### src/rtl/cdb_arbiter_if.sv
// Bundle for cdb_arbiter: functional-unit completion requests in, CDB broadcast slots out.
// The arbiter uses the slave modport; the completion/broadcast side uses master.
interface cdb_arbiter_if #(
    parameter int unsigned NUM_REQ   = 4,
    parameter int unsigned NUM_CDB   = 2,
    parameter int unsigned ROB_DEPTH = 64,
    parameter int unsigned DATA_W    = 32
);
    localparam int unsigned ROB_IDX_W = $clog2(ROB_DEPTH);
    localparam int unsigned PD_W      = 6;
    localparam int unsigned SRC_W     = (NUM_REQ > 1) ? $clog2(NUM_REQ) : 1;

    logic [NUM_REQ-1:0]                req_valid;
    logic [NUM_REQ-1:0]                req_ready;
    logic [NUM_REQ-1:0][ROB_IDX_W-1:0] req_rob_idx;
    logic [NUM_REQ-1:0][PD_W-1:0]      req_pd;
    logic [NUM_REQ-1:0][DATA_W-1:0]    req_data;
    logic                              flush;
    logic [ROB_IDX_W-1:0]              rob_head_idx;
    logic [NUM_CDB-1:0]                cdb_valid;
    logic [NUM_CDB-1:0][ROB_IDX_W-1:0] cdb_rob_idx;
    logic [NUM_CDB-1:0][PD_W-1:0]      cdb_pd;
    logic [NUM_CDB-1:0][DATA_W-1:0]    cdb_data;
    logic [NUM_CDB-1:0][SRC_W-1:0]     cdb_src;

    modport slave (
        input  req_valid, req_rob_idx, req_pd, req_data, flush, rob_head_idx,
        output req_ready, cdb_valid, cdb_rob_idx, cdb_pd, cdb_data, cdb_src
    );

    modport master (
        output req_valid, req_rob_idx, req_pd, req_data, flush, rob_head_idx,
        input  req_ready, cdb_valid, cdb_rob_idx, cdb_pd, cdb_data, cdb_src
    );
endinterface

### src/rtl/cdb_arbiter.sv
// cdb_arbiter: one-entry holding buffer per functional unit, up to NUM_CDB buffered
// results granted per cycle onto registered CDB slots.
// Default ordering is round-robin from rr_ptr. Define CDB_AGE_PRIORITY_EN to order
// candidates by ROB age relative to rob_head_idx instead (oldest first, ties to lower index).
module cdb_arbiter #(
    parameter int unsigned NUM_REQ   = 4,
    parameter int unsigned NUM_CDB   = 2,
    parameter int unsigned ROB_DEPTH = 64,
    parameter int unsigned DATA_W    = 32
) (
    input  logic          clk,
    input  logic          rst,
    cdb_arbiter_if.slave  bus
);
    localparam int unsigned ROB_IDX_W = $clog2(ROB_DEPTH);
    localparam int unsigned PD_W      = 6;
    localparam int unsigned SRC_W     = (NUM_REQ > 1) ? $clog2(NUM_REQ) : 1;

    // Holding buffers
    logic [NUM_REQ-1:0]                buf_valid_q,   buf_valid_d;
    logic [NUM_REQ-1:0][ROB_IDX_W-1:0] buf_rob_idx_q, buf_rob_idx_d;
    logic [NUM_REQ-1:0][PD_W-1:0]      buf_pd_q,      buf_pd_d;
    logic [NUM_REQ-1:0][DATA_W-1:0]    buf_data_q,    buf_data_d;

    // Registered CDB slots
    logic [NUM_CDB-1:0]                cdb_valid_q,   cdb_valid_d;
    logic [NUM_CDB-1:0][ROB_IDX_W-1:0] cdb_rob_idx_q, cdb_rob_idx_d;
    logic [NUM_CDB-1:0][PD_W-1:0]      cdb_pd_q,      cdb_pd_d;
    logic [NUM_CDB-1:0][DATA_W-1:0]    cdb_data_q,    cdb_data_d;
    logic [NUM_CDB-1:0][SRC_W-1:0]     cdb_src_q,     cdb_src_d;

    // Arbitration results
    logic [NUM_REQ-1:0]                grant;
    logic [NUM_CDB-1:0]                slot_vld;
    logic [NUM_CDB-1:0][SRC_W-1:0]     slot_src;
    logic [NUM_REQ-1:0]                accept;

`ifdef CDB_AGE_PRIORITY_EN
    logic [NUM_REQ-1:0][ROB_IDX_W-1:0] age;
    logic                              found;
    logic [SRC_W-1:0]                  best;
    logic [ROB_IDX_W-1:0]              best_age;

    // Age of each buffered result relative to the ROB head (wraps modulo ROB_DEPTH)
    always_comb begin
        age = '0;
        for (int unsigned i = 0; i < NUM_REQ; i++) begin
            age[i] = buf_rob_idx_q[i] - bus.rob_head_idx;
        end
    end

    // Repeatedly pick the oldest ungranted valid buffer, one per slot
    always_comb begin
        grant    = '0;
        slot_vld = '0;
        slot_src = '0;
        found    = 1'b0;
        best     = '0;
        best_age = '0;
        for (int unsigned j = 0; j < NUM_CDB; j++) begin
            found    = 1'b0;
            best     = '0;
            best_age = '0;
            for (int unsigned i = 0; i < NUM_REQ; i++) begin
                if (buf_valid_q[i] && !grant[i] && (!found || age[i] < best_age)) begin
                    found    = 1'b1;
                    best     = SRC_W'(i);
                    best_age = age[i];
                end
            end
            if (found) begin
                slot_vld[j] = 1'b1;
                slot_src[j] = best;
                for (int unsigned i = 0; i < NUM_REQ; i++) begin
                    if (best == SRC_W'(i)) grant[i] = 1'b1;
                end
            end
        end
    end
`else
    logic [SRC_W-1:0] rr_ptr_q, rr_ptr_d;
    logic [SRC_W-1:0] last;
    int unsigned      cnt;
    int unsigned      idx;

    // Scan from rr_ptr with wraparound; the j-th valid buffer found goes to slot j
    always_comb begin
        grant    = '0;
        slot_vld = '0;
        slot_src = '0;
        last     = rr_ptr_q;
        cnt      = 0;
        idx      = 0;
        for (int unsigned k = 0; k < NUM_REQ; k++) begin
            idx = 32'(rr_ptr_q) + k;
            if (idx >= NUM_REQ) idx = idx - NUM_REQ;
            for (int unsigned i = 0; i < NUM_REQ; i++) begin
                if (idx == i && buf_valid_q[i] && cnt < NUM_CDB) begin
                    grant[i] = 1'b1;
                    for (int unsigned j = 0; j < NUM_CDB; j++) begin
                        if (cnt == j) begin
                            slot_vld[j] = 1'b1;
                            slot_src[j] = SRC_W'(i);
                        end
                    end
                    last = SRC_W'(i);
                    cnt  = cnt + 1;
                end
            end
        end
    end

    // Pointer moves past the last winner; held on idle cycles and on flush
    always_comb begin
        rr_ptr_d = rr_ptr_q;
        if (|grant && !bus.flush) begin
            rr_ptr_d = (last == SRC_W'(NUM_REQ - 1)) ? '0 : last + SRC_W'(1);
        end
    end

    // Round-robin pointer register
    always_ff @(posedge clk) begin
        if (rst) rr_ptr_q <= '0;
        else     rr_ptr_q <= rr_ptr_d;
    end
`endif

    // A buffer accepts when empty or being drained this cycle; never during rst or flush
    assign bus.req_ready = (rst || bus.flush) ? '0 : (~buf_valid_q | grant);
    assign accept        = bus.req_valid & bus.req_ready;

    // Buffer next state: flush clears, accept loads (covers same-cycle refill), grant drains
    always_comb begin
        buf_valid_d   = buf_valid_q;
        buf_rob_idx_d = buf_rob_idx_q;
        buf_pd_d      = buf_pd_q;
        buf_data_d    = buf_data_q;
        for (int unsigned i = 0; i < NUM_REQ; i++) begin
            if (bus.flush) begin
                buf_valid_d[i] = 1'b0;
            end else if (accept[i]) begin
                buf_valid_d[i]   = 1'b1;
                buf_rob_idx_d[i] = bus.req_rob_idx[i];
                buf_pd_d[i]      = bus.req_pd[i];
                buf_data_d[i]    = bus.req_data[i];
            end else if (grant[i]) begin
                buf_valid_d[i] = 1'b0;
            end
        end
    end

    // Slot payload mux from granted buffers; unused slots and flushed cycles carry zeros
    always_comb begin
        cdb_valid_d   = '0;
        cdb_rob_idx_d = '0;
        cdb_pd_d      = '0;
        cdb_data_d    = '0;
        cdb_src_d     = '0;
        if (!bus.flush) begin
            for (int unsigned j = 0; j < NUM_CDB; j++) begin
                cdb_valid_d[j] = slot_vld[j];
                cdb_src_d[j]   = slot_src[j];
                for (int unsigned i = 0; i < NUM_REQ; i++) begin
                    if (slot_vld[j] && slot_src[j] == SRC_W'(i)) begin
                        cdb_rob_idx_d[j] = buf_rob_idx_q[i];
                        cdb_pd_d[j]      = buf_pd_q[i];
                        cdb_data_d[j]    = buf_data_q[i];
                    end
                end
            end
        end
    end

    // Buffer and CDB slot registers
    always_ff @(posedge clk) begin
        if (rst) begin
            buf_valid_q   <= '0;
            buf_rob_idx_q <= '0;
            buf_pd_q      <= '0;
            buf_data_q    <= '0;
            cdb_valid_q   <= '0;
            cdb_rob_idx_q <= '0;
            cdb_pd_q      <= '0;
            cdb_data_q    <= '0;
            cdb_src_q     <= '0;
        end else begin
            buf_valid_q   <= buf_valid_d;
            buf_rob_idx_q <= buf_rob_idx_d;
            buf_pd_q      <= buf_pd_d;
            buf_data_q    <= buf_data_d;
            cdb_valid_q   <= cdb_valid_d;
            cdb_rob_idx_q <= cdb_rob_idx_d;
            cdb_pd_q      <= cdb_pd_d;
            cdb_data_q    <= cdb_data_d;
            cdb_src_q     <= cdb_src_d;
        end
    end

    assign bus.cdb_valid   = cdb_valid_q;
    assign bus.cdb_rob_idx = cdb_rob_idx_q;
    assign bus.cdb_pd      = cdb_pd_q;
    assign bus.cdb_data    = cdb_data_q;
    assign bus.cdb_src     = cdb_src_q;

endmodule

### src/flat_wrapper.sv
// flat-port wrapper written by rule: the top's interface ports become plain ports
module cdb_arbiter_flat 
#(
    parameter int unsigned NUM_REQ   = 4,
    parameter int unsigned NUM_CDB   = 2,
    parameter int unsigned ROB_DEPTH = 64,
    parameter int unsigned DATA_W    = 32
)
  (clk, rst, bus_req_valid, bus_req_rob_idx, bus_req_pd, bus_req_data, bus_flush, bus_rob_head_idx, bus_req_ready, bus_cdb_valid, bus_cdb_rob_idx, bus_cdb_pd, bus_cdb_data, bus_cdb_src);
  cdb_arbiter_if #(.NUM_REQ(NUM_REQ), .NUM_CDB(NUM_CDB), .ROB_DEPTH(ROB_DEPTH), .DATA_W(DATA_W)) bus_i ();
  input  logic clk;
  input  logic rst;
  input wire logic [$bits(bus_i.req_valid)-1:0] bus_req_valid;
  input wire logic [$bits(bus_i.req_rob_idx)-1:0] bus_req_rob_idx;
  input wire logic [$bits(bus_i.req_pd)-1:0] bus_req_pd;
  input wire logic [$bits(bus_i.req_data)-1:0] bus_req_data;
  input wire logic [$bits(bus_i.flush)-1:0] bus_flush;
  input wire logic [$bits(bus_i.rob_head_idx)-1:0] bus_rob_head_idx;
  output wire logic [$bits(bus_i.req_ready)-1:0] bus_req_ready;
  output wire logic [$bits(bus_i.cdb_valid)-1:0] bus_cdb_valid;
  output wire logic [$bits(bus_i.cdb_rob_idx)-1:0] bus_cdb_rob_idx;
  output wire logic [$bits(bus_i.cdb_pd)-1:0] bus_cdb_pd;
  output wire logic [$bits(bus_i.cdb_data)-1:0] bus_cdb_data;
  output wire logic [$bits(bus_i.cdb_src)-1:0] bus_cdb_src;
  assign bus_i.req_valid = bus_req_valid;
  assign bus_i.req_rob_idx = bus_req_rob_idx;
  assign bus_i.req_pd = bus_req_pd;
  assign bus_i.req_data = bus_req_data;
  assign bus_i.flush = bus_flush;
  assign bus_i.rob_head_idx = bus_rob_head_idx;
  assign bus_req_ready = bus_i.req_ready;
  assign bus_cdb_valid = bus_i.cdb_valid;
  assign bus_cdb_rob_idx = bus_i.cdb_rob_idx;
  assign bus_cdb_pd = bus_i.cdb_pd;
  assign bus_cdb_data = bus_i.cdb_data;
  assign bus_cdb_src = bus_i.cdb_src;
  cdb_arbiter #(.NUM_REQ(NUM_REQ), .NUM_CDB(NUM_CDB), .ROB_DEPTH(ROB_DEPTH), .DATA_W(DATA_W)) u_core (.clk(clk), .rst(rst), .bus(bus_i));
endmodule
### config.mk
export PLATFORM = sky130hd
export DESIGN_NAME = cdb_arbiter_flat
export DESIGN_NICKNAME = d
export VERILOG_FILES = /design/src/rtl/cdb_arbiter_if.sv /design/src/rtl/cdb_arbiter.sv /design/src/flat_wrapper.sv
export SDC_FILE = /design/constraint.sdc
export NUM_CORES = 1
export LEC_CHECK = 0
export BUFFER_PORTS_ARGS = -buffer_cell sky130_fd_sc_hd__buf_2
export CAP_MARGIN = 20
export CORE_MARGIN = 8
export CORE_UTILIZATION = 55
export DETAILED_ROUTE_END_ITERATION = 8
export GPL_ROUTABILITY_DRIVEN = 0
export GPL_TIMING_DRIVEN = 0
export PLACE_DENSITY = 0.8
export SYNTH_ARGS = -nofsm -noshare
export SYNTH_HDL_FRONTEND = slang
export SYNTH_SLANG_ARGS = --single-unit
### constraint.sdc
create_clock -name clk -period 26.7 [get_ports clk]
set_clock_uncertainty 0.05 [all_clocks]
set_input_delay 5.34 -clock clk [delete_from_list [all_inputs] [get_ports clk]]
set_output_delay 5.34 -clock clk [all_outputs]
set_load 0.05 [all_outputs]
# After elaboration in Yosys (flattened, before gate mapping)
# Cells that the tools add are included.
dict set report classes {
  mux 175
  n_lt_le_gt_ge 19
  bitwise 4
  eq_ne 34
  reduce_logical 73
  addsub 22
}
# cell count
set op_table {}
lappend op_table {{32-bit two-way mux} 26}
lappend op_table {{32-bit zero test} 19}
lappend op_table {{32-bit by 1-bit == test with 1-bit output (second input constant)} 18}
lappend op_table {{32-bit by 2-bit < comparator with 1-bit output (second input constant)} 14}
lappend op_table {{32-bit by 1-bit adder with 32-bit output (second input constant)} 13}
lappend op_table {{32-bit by 2-bit == test with 1-bit output (second input constant)} 8}
lappend op_table {{2-bit two-way mux} 60}
lappend op_table {{32-bit by 3-bit >= comparator with 1-bit output (second input constant)} 3}
lappend op_table {{6-bit two-way mux} 16}
lappend op_table {{32-bit by 3-bit subtractor with 32-bit output (second input constant)} 3}
lappend op_table {{4-bit two-way mux} 16}
lappend op_table {{1-bit two-way mux} 57}
lappend op_table {{1-bit logical AND} 40}
lappend op_table {{2-bit == test (second input constant)} 5}
lappend op_table {{2-bit AND reduction} 4}
lappend op_table {{2-bit nonzero test} 4}
lappend op_table {{2-bit by 2-bit adder with 3-bit output (second input constant)} 2}
lappend op_table {{4-bit bitwise AND} 1}
lappend op_table {{2-bit by 1-bit == test with 1-bit output (second input constant)} 2}
lappend op_table {{2-bit zero test} 2}
lappend op_table {{4-bit inverter} 1}
lappend op_table {{4-bit bitwise OR} 1}
lappend op_table {{4-bit OR reduction} 1}
lappend op_table {{2-bit by 3-bit subtractor with 4-bit output (second input constant)} 1}
lappend op_table {{10 further kinds} 10}
dict set report word_totals {
  ff_bits 276
  word_cells 353
  in_bits 189
  output_inout_bits 98
}

# Logic depth before layout (Yosys ltp)
# Gate-level depths: netlist of run 1.
dict set report depth {
  word_depth 56
  mapped_depth 58
  mapped_depth_nobuf 52
}

# Worst setup path before layout of run 1
# OpenSTA, ideal clock, no wires.
dict set report synth_timing {
  path_type {register -> output}
  start {register u_core.rr_ptr_q[0]}
  end {output port bus_req_ready[3]}
  required_ps 21310
  slack_ps 12216
  arrival_ps 9094
  stages_incl_launch_ff 42
  path_buffers 4
  cell_sequence {dfxtp_1 -> clkbuf_2 -> buf_4 -> nor2b_1 -> nand2_1 -> inv_1 -> ha_1 -> and4bb_1 -> buf_6 -> inv_2 -> fa_1 -> inv_1 -> ha_1 -> nor2b_1 -> and3_1 -> a31oi_1 -> xnor2_1 -> ha_1 -> (+6 left out) -> a31o_2 -> ha_1 -> a32o_1 -> o211a_1 -> nand2b_1 -> ha_1 -> a311o_1 -> buf_6 -> ha_1 -> a31o_2 -> ha_1 -> nand3_1 -> a21oi_1 -> nor2_1 -> nor2_1 -> nor3_2 -> nor2_1 -> a31oi_1}
}
dict set report synth_via {
  elab_chain_len 52
  word_cells_on_any_way 112
  classes_between {add/sub (21); order compare (19); eq/ne (12); mux (24); bitwise (1); reduce/logical (35)}
}
# element line_no
set synth_rtl {}
lappend synth_rtl {{start: declaration} cdb_arbiter.sv:81} ;# logic [SRC_W-1:0] rr_ptr_q, rr_ptr_d;
lappend synth_rtl {{start signal: assignment} cdb_arbiter.sv:124} ;# else rr_ptr_q <= rr_ptr_d;
lappend synth_rtl {{2-bit by 3-bit subtractor with 4-bit output / 2-bit by 3-bit >= comparator with 1-bit output (equally long branches)} cdb_arbiter.sv:96} ;# if (idx >= NUM_REQ) idx = idx - NUM_REQ;
lappend synth_rtl {{32-bit two-way mux} cdb_arbiter.sv:96}
lappend synth_rtl {{32-bit zero test} cdb_arbiter.sv:98} ;# if (idx == i && buf_valid_q[i] && cnt < NUM_CDB) begin
lappend synth_rtl {{1-bit logical AND} cdb_arbiter.sv:98}
lappend synth_rtl {{1-bit two-way mux} cdb_arbiter.sv:98}
lappend synth_rtl {{1-bit by 2-bit < comparator with 1-bit output} cdb_arbiter.sv:98}
lappend synth_rtl {{1-bit logical AND} cdb_arbiter.sv:98}
lappend synth_rtl {{32-bit two-way mux} cdb_arbiter.sv:98}
lappend synth_rtl {{(+36 left out)} --}
lappend synth_rtl {{32-bit by 2-bit < comparator with 1-bit output} cdb_arbiter.sv:98}
lappend synth_rtl {{1-bit logical AND} cdb_arbiter.sv:98}
lappend synth_rtl {{32-bit two-way mux} cdb_arbiter.sv:98}
lappend synth_rtl {{32-bit by 2-bit < comparator with 1-bit output} cdb_arbiter.sv:98}
lappend synth_rtl {{1-bit logical AND} cdb_arbiter.sv:98}
lappend synth_rtl {{1-bit two-way mux *} cdb_arbiter.sv:98}
lappend synth_rtl {{4-bit bitwise OR *} cdb_arbiter.sv:129} ;# assign bus.req_ready = (rst || bus.flush) ? '0 : (~buf_valid_q | grant);
lappend synth_rtl {{4-bit two-way mux *} cdb_arbiter.sv:129}
lappend synth_rtl {{end: declaration} flat_wrapper.sv:19} ;# output wire logic [$bits(bus_i.req_ready)-1:0] bus_req_ready;
# Every way passes the cells marked *; elsewhere a longest branch is shown, timed or not.

# Worst setup path after layout of run 1
# Same ends and word-level chain as after synthesis.

==> summary.md, run 1 <==
| Metric | Value |
|---|---|
| Status | `finished, final reports clean` |
| Horiz. Die Dim | `173.1 um` |
| Vias in the first global route | `13760` |
| Internal | `0.7268 mW` |
| Area of the die | `29980 sq um` |
| Synthesized area | `13580 sq um` |
| Synth Area per Inst | `8.281 sq um` |
| Dpl ws | `11030 ps` |
| Post-synth EDFFs | `0` |
| Top Ports | `287` |
| Root Buffer | `clkbuf_16` |
| CTS H-tree lvls | `1` |
| Fmax | `60.63 MHz` |
| Die Span Y | `173.1 um` |
| Hold_buf cts | `0` |
| GRT Overall Usage | `0.3058` |
| Startpoint Class | `flip-flop` |
| # DRC | `0` |
| Sequential fraction of the synthesis area | `0.4069` |
| CTS clk-pin slew, worst paths | `70 ps` |
| CTS buffer count | `28` |
| Worst-path fanout max | `10` |
| Final worst-path cycle share | `0.6177` |
| Top delay family on crit path | `adder cells` |
| Nets@finish | `2179` |
| Slew @ Worst Pin | `914.6 ps` |
| Prevailing post-synth register cell | `dfxtp_1` |
| LEAKAGE | `6.886 nW` |
| Fin util | `0.6763` |
| Initial antenna violation count | `6` |
| Gr ovfl total | `0` |
| Hold WC Path Type | `flip-flop to flip-flop` |
| Worst Path Required | `21310 ps` |
| Max transition margin | `0.3880` |
| Max-cap violations | `0` |
| Final setup fails | `0` |
| Final Cell Area | `16400 sq um` |
| Initial core utilization | `0.5601` |
| Commonest non-fill, non-tap cell in the layout | `nand2_1` |
| Most frequent cells in the layout | `nand2_1, buf_2, dfxtp_1` |
| Pre-Repair DR Iteration Count | `6` |
| Netlist cell types | `80` |
| Hold Violations, Final | `0` |
| PnR worst setup slack | `10210 ps` |
| PwrDens | `63.09 nW/um^2` |
| Clock Path Buffers | `3` |
| Switch share | `0.2975` |
| CTS tree | `yes` |
| Global-route wire length before repair | `74.64 mm` |
| Vias | `13880` |
| Final TNS setup | `0 ps` |
| HPWL after DPL | `36.12 mm` |
| Buffer and inverter count on the worst path | `8` |
| RSZ-0062 raised after global routing | `false` |
| Combinational power share | `0.168` |
| Clk_lat worst skew | `550 ps` |
| Worst path max stage delay | `510 ps` |
| Power share of the clock group | `0.412` |
| Async S/R FF share, synth | `0` |
| Peak supply drop | `0.04639 mV` |
| Switching pwr | `0.3078 mW` |
| # rows | `57` |
| # resized after CTS | `0` |
| Port buffer count | `279` |
| Worst Setup Path Type | `flip-flop to output port` |
| Routed WL per cell | `21.23 um` |
| Dpl cell area | `15390 sq um` |
| CP endpoint kind | `output port` |
| Flop and latch count out of synthesis | `276` |
| Share of cells above drive strength 1 | `0.2231` |
| Slowest cell on the critical path | `fa_1` |
| Max Slew Vio Count | `0` |
| Gate Count Post-Synth | `1640` |
| Final Critical Period | `16490 ps` |
| DR iter-0 viols | `1608` |
| Ys Warns | `0` |
| Core Area | `24250 sq um` |
| P&R area growth vs syn | `20.75%` |
| Setup bufs post-CTS | `0` |
| Routed vias/inst | `6.037` |
| Most frequent CP cell | `ha_1` |
| Antenna viol nets, final | `0` |
| TritonCTS sink count | `276` |
| Largest net degree at the start of global routing | `18` |
| # fillers | `2042` |
| Crit path DAT | `11100 ps` |
| Final WL | `48.81 mm` |
| Flop pwr share | `0.420` |
-- state kept, by name, summed over array words and instances, names as in the netlist --
name and count:
u_core.bus.cdb_src 4, u_core.rr_ptr_q 2, u_core.buf_valid_q 4, u_core.buf_data_q 128, u_core.bus.cdb_pd 12, u_core.bus.cdb_valid 2, u_core.bus.cdb_data 64, u_core.bus.cdb_rob_idx 12
u_core.buf_rob_idx_q 24, u_core.buf_pd_q 24
-- logic make-up (layout without fill, tap and decap cells) --
| family | Yosys count | count (layout) | share of synthesized area |
|---|---|---|---|
| XOR/XNOR | 13 | 13 | 0.008384 |
| AO/OA/AOI/OAI | 496 | 496 | 0.2720 |
| multiplexers | 48 | 48 | 0.03584 |
| other | 1 | 5 | 0.0002761 |
| adder cells (fa/ha/maj) | 40 | 40 | 0.03741 |
| flip-flops | 276 | 276 | 0.4069 |
| buffers and inverters | 210 | 541 | 0.06772 |
| AND/OR/NAND/NOR | 556 | 556 | 0.1716 |
-- layout make-up --
type	count	area (sq um)	area share
Buffer	132	626.9	0.03823
Clock buffer	29	704.4	0.04296
Inverter	78	292.8	0.01785
Multi-Input combinational cell	1155	7139	0.4354
Clock inverter	23	300.3	0.01831
Tap cell	324	405.4	0.02472
Sequential cell	276	5525	0.3369
Antenna cell	3	7.507	0.0004578
Timing Repair Buffer	279	1396	0.08515
-- metrics by stage --
| stage | std cells | power [mW] | hold WS, ps |
|---|---|---|---|
| floorplan | 1641 | 0.5528 | 399.0 |
| global placement | 2244 | 0.6057 | 405.9 |
| detailed placement | 2244 | 0.6108 | 412.1 |
| CTS | 2296 | 1.030 | 421.2 |
| global route | 2299 | 1.065 | 433.2 |
| finish | 2299 | 1.035 | 424.6 |
-- cells in the mapped netlist, drive strengths merged (3+ instances only) --
library cell | count | area [sq um]
o211a | 45 | 450.4
mux2i | 46 | 460.4
a31oi | 10 | 75.07
nand3b | 4 | 30.03
o21ai | 17 | 85.08
a22oi | 4 | 30.03
a211oi | 3 | 35.03
nand3 | 15 | 80.08
a21boi | 3 | 26.27
and4 | 3 | 26.28
o21a | 48 | 367.8
a31o | 6 | 52.55
ha | 39 | 488.0
a221o | 3 | 30.03
o221ai | 47 | 435.4
nor3 | 3 | 25.02
nor2b | 5 | 31.28
a21oi | 198 | 991.0
o2bb2ai | 45 | 519.3
a311oi | 3 | 32.53
nor2 | 76 | 287.8
a22o | 45 | 394.1
clkbuf | 72 | 272.8
o211ai | 3 | 22.52
nor4b | 3 | 38.79
nand4 | 6 | 37.54
nor4 | 3 | 18.77
and3 | 7 | 43.79
xnor2 | 12 | 105.1
buf | 60 | 354.1
dfxtp | 276 | 5525
inv | 78 | 292.8
and2 | 11 | 68.82
nand2 | 407 | 1535
-- power groups by stage --
stage	clock network, mW	logic (mW)	registers, mW
after detailed placement	0	0.168	0.443
after global placement	0	0.163	0.442
after floorplan	0	0.100	0.452
final	0.427	0.174	0.434
after global routing	0.444	0.185	0.435
after CTS	0.427	0.169	0.434
-- final timing paths --
check | startpoint | end | slack, ps | cells after the start
worst max-delay path | u_core.rr_ptr_q[0] | bus_req_ready[3] | 10210 | 42
worst min-delay path | u_core.buf_data_q[53] | u_core.buf_data_q[53] | 420 | 2
worst max register to register | u_core.rr_ptr_q[0] | u_core.bus.cdb_data[2] | 12960 | 55
worst min register to register | u_core.buf_data_q[53] | u_core.buf_data_q[53] | 420 | 2
-- worst reg2reg max path, delay by kind of cell, from the launching register on --
| kind | cells | cell delay [ps] |
|---|---|---|
| simple gates | 13 | 2170 |
| buf+inv | 11 | 2320 |
| fa+ha+maj | 13 | 4040 |
| compound gates | 15 | 3910 |
| xor+xnor | 3 | 680 |
| flops | 1 | 470 |
-- metal layers --
| layer | share of wire | global-route usage | up-vias |
|---|---|---|---|
| li1 | - | - | 6318 |
| met1 | 0.39 | 0.3707 | 6466 |
| met2 | 0.46 | 0.4980 | 908 |
| met3 | 0.11 | 0.07667 | 182 |
| met4 | 0.048 | 0.1542 | 6 |
| met5 | 0.00082 | 0 | - |
Power figures use the tool's default switching activity.
==> run 2, diff against run 1 <==
Clock period 26.7 ns to 16.8 ns, I/O delays scaled along.
==> run 2 against run 1 <==
Hold slack worse by 2.0 ps. Global-route usage about the same. First-iteration DRC count rose by 3.6%. Non-clock buffer count unchanged. Sequential power increased by 59%. Clock-buffer cell count unchanged. Largest cell class unchanged.
==> summary.md, run 2 (synthesis gave the netlist of run 1 again) <==
| Metric | Value |
|---|---|
| Vias in the first global route | `13750 (-0.015%)` |
| # fillers | `2042 (unchanged)` |
| Status | `finished, final reports clean` |
| Worst path max stage delay | `510 ps (about the same)` |
| Clock Path Buffers | `3 (unchanged)` |
| Switch share | `0.2977 (about the same)` |
| Largest Register | `u_core.buf_data_q` |
| Fmax | `68.79 MHz` |
| Hold_buf cts | `0 (unchanged)` |
| Crit path DAT | `11130 ps (+30 ps)` |
| Antenna viol nets, final | `0 (unchanged)` |
| Switching pwr | `0.4897 mW (+59%)` |
| Port buffer count | `279 (unchanged)` |
| CP endpoint kind | `output port` |
| Combinational power share | `0.168 (about the same)` |
| Slew @ Worst Pin | `916.6 ps (+2.018 ps)` |
| DR iter-0 viols | `1666 (+3.6%)` |
| TritonCTS sink count | `276 (unchanged)` |
| HPWL after DPL | `36.12 mm (unchanged)` |
| Root Buffer | `clkbuf_16` |
| Top delay family on crit path | `adder cells` |
| Largest net degree at the start of global routing | `18 (unchanged)` |
| Top Ports | `287 (unchanged)` |
| Max FFs per register | `128 (unchanged)` |
| Global-route wire length before repair | `74.62 mm (about the same)` |
| Most frequent CP cell | `ha_1` |
| Final worst-path cycle share | `0.8653` |
| Routed WL per cell | `21.28 um (+0.25%)` |
| RSZ-0062 raised after global routing | `false` |
| Core Area | `24250 sq um (unchanged)` |
| Nets@finish | `2179 (unchanged)` |
| Initial core utilization | `0.5601 (unchanged)` |
| Final setup fails | `0 (unchanged)` |
| GRT Overall Usage | `0.3056 (about the same)` |
| Flop pwr share | `0.420 (about the same)` |
| Horiz. Die Dim | `173.1 um (unchanged)` |
| Startpoint Class | `flip-flop` |
| CTS buffer count | `28 (unchanged)` |
| Sequential cell area | `5525 sq um (unchanged)` |
| Routed vias/inst | `6.064 (+0.45%)` |
| Max Slew Vio Count | `0 (unchanged)` |
| P&R area growth vs syn | `20.75% (unchanged)` |
| Fin util | `0.6763 (unchanged)` |
| Final TNS setup | `0 ps (unchanged)` |
| Max transition margin | `0.3867 (-0.001350)` |
| Buffer and inverter count on the worst path | `8 (unchanged)` |
| Worst-path fanout max | `10 (unchanged)` |
| Pre-Repair DR Iteration Count | `8 (+2)` |
| Worst Setup Path Type | `flip-flop to output port` |
| PwrDens | `100.3 nW/um^2 (+59%)` |
| Final Critical Period | `14540 ps` |
| Clk_lat worst skew | `550 ps (about the same)` |
| Die Span Y | `173.1 um (unchanged)` |
| Max-cap violations | `0 (unchanged)` |
| Setup bufs post-CTS | `0 (unchanged)` |
| Share of cells above drive strength 1 | `0.2231 (unchanged)` |
| # resized after CTS | `0 (unchanged)` |
| # DRC | `0 (unchanged)` |
| Slowest cell on the critical path | `fa_1` |
| Multi-input logic area | `7139 sq um (unchanged)` |
| Area of the die | `29980 sq um (unchanged)` |
| CTS tree | `yes` |
| # rows | `57 (unchanged)` |
| Power share of the clock group | `0.412 (about the same)` |
| Hold WC Path Type | `flip-flop to flip-flop` |
| Final WL | `48.93 mm (+0.25%)` |
| Most frequent cells in the layout | `nand2_1, buf_2, dfxtp_1` |
| Hold Violations, Final | `0 (unchanged)` |
| Worst Path Required | `13390 ps (-7920 ps)` |
| Commonest non-fill, non-tap cell in the layout | `nand2_1` |
| Peak supply drop | `0.07357 mV (+59%)` |
| CTS H-tree lvls | `1 (unchanged)` |
| LEAKAGE | `6.886 nW (unchanged)` |
| Gr ovfl total | `0 (unchanged)` |
| CTS clk-pin slew, worst paths | `70 ps (about the same)` |
| Internal | `1.155 mW (+59%)` |
| Vias | `13940 (+0.45%)` |
| Initial antenna violation count | `6 (unchanged)` |
## run 2: cell counts in the layout (fill, tap and decap cells not counted)
Identical to the previous run, type by type.
## run 2: cell type report
| type | instances | share of cell area |
|---|---|---|
| antenna | 3 | 0.0004578 |
| buffer | 132 | 0.03823 |
| clock buffer | 29 | 0.04296 |
| clock inverter | 23 | 0.01831 |
| inverter | 78 | 0.01785 |
| multi-input combinational | 1155 | 0.4354 |
| sequential | 276 | 0.3369 |
| tap | 324 | 0.02472 |
| timing repair buffer | 279 | 0.08515 |
## run 2: worst reg2reg max path: cells and delay by family, from the launching register on
| kind | cells | cell delay (ps) |
|---|---|---|
| fa+ha+maj | 13 | 4050 |
| compound gates | 15 | 3880 |
| buf+inv | 11 | 2340 |
| simple gates | 13 | 2180 |
| xor+xnor | 3 | 670 |
| flops | 1 | 480 |
## run 2: metrics by stage
stage	cells	instance area [sq um]	worst slack [ps]	hold WS (ps)	total power [mW]
6_report	2299	16400	2263	422.7	1.645
5_1_grt	2299	16400	1865	433.2	1.692
4_1_cts	2296	16390	2525	421.2	1.637
3_5_place_dp	2244	15390	3107	412.1	0.9708
3_3_place_gp	2244	15390	3271	405.9	0.9626
2_1_floorplan	1641	13580	4296	399.0	0.8785
## run 2: power by group through the flow
stage	clock (mW)	combinational (mW)	sequential (mW)
after detailed placement	0	0.267	0.704
after CTS	0.678	0.269	0.689
after global placement	0	0.260	0.703
after floorplan	0	0.160	0.719
final	0.678	0.277	0.690
after global routing	0.706	0.295	0.692
## run 2: path summary, 6_finish.rpt
kind              slack, ps  cells after the start                      to                  start
setup reg to reg       3030                     55  u_core.bus.cdb_data[2]     u_core.rr_ptr_q[0]
hold reg to reg         420                      2   u_core.buf_data_q[64]  u_core.buf_data_q[64]
hold / removal          420                      2   u_core.buf_data_q[64]  u_core.buf_data_q[64]
setup / recovery       2260                     42        bus_req_ready[3]     u_core.rr_ptr_q[0]
## run 2: routing by layer
layer / GRT usage / wire (um) / vias up
li1: - / - / 6317
met1: 0.3704 / 18980 / 6485
met2: 0.4989 / 22080 / 939
met3: 0.07645 / 5354 / 197
met4: 0.1524 / 2486 / 4
met5: 0 / 27 / -
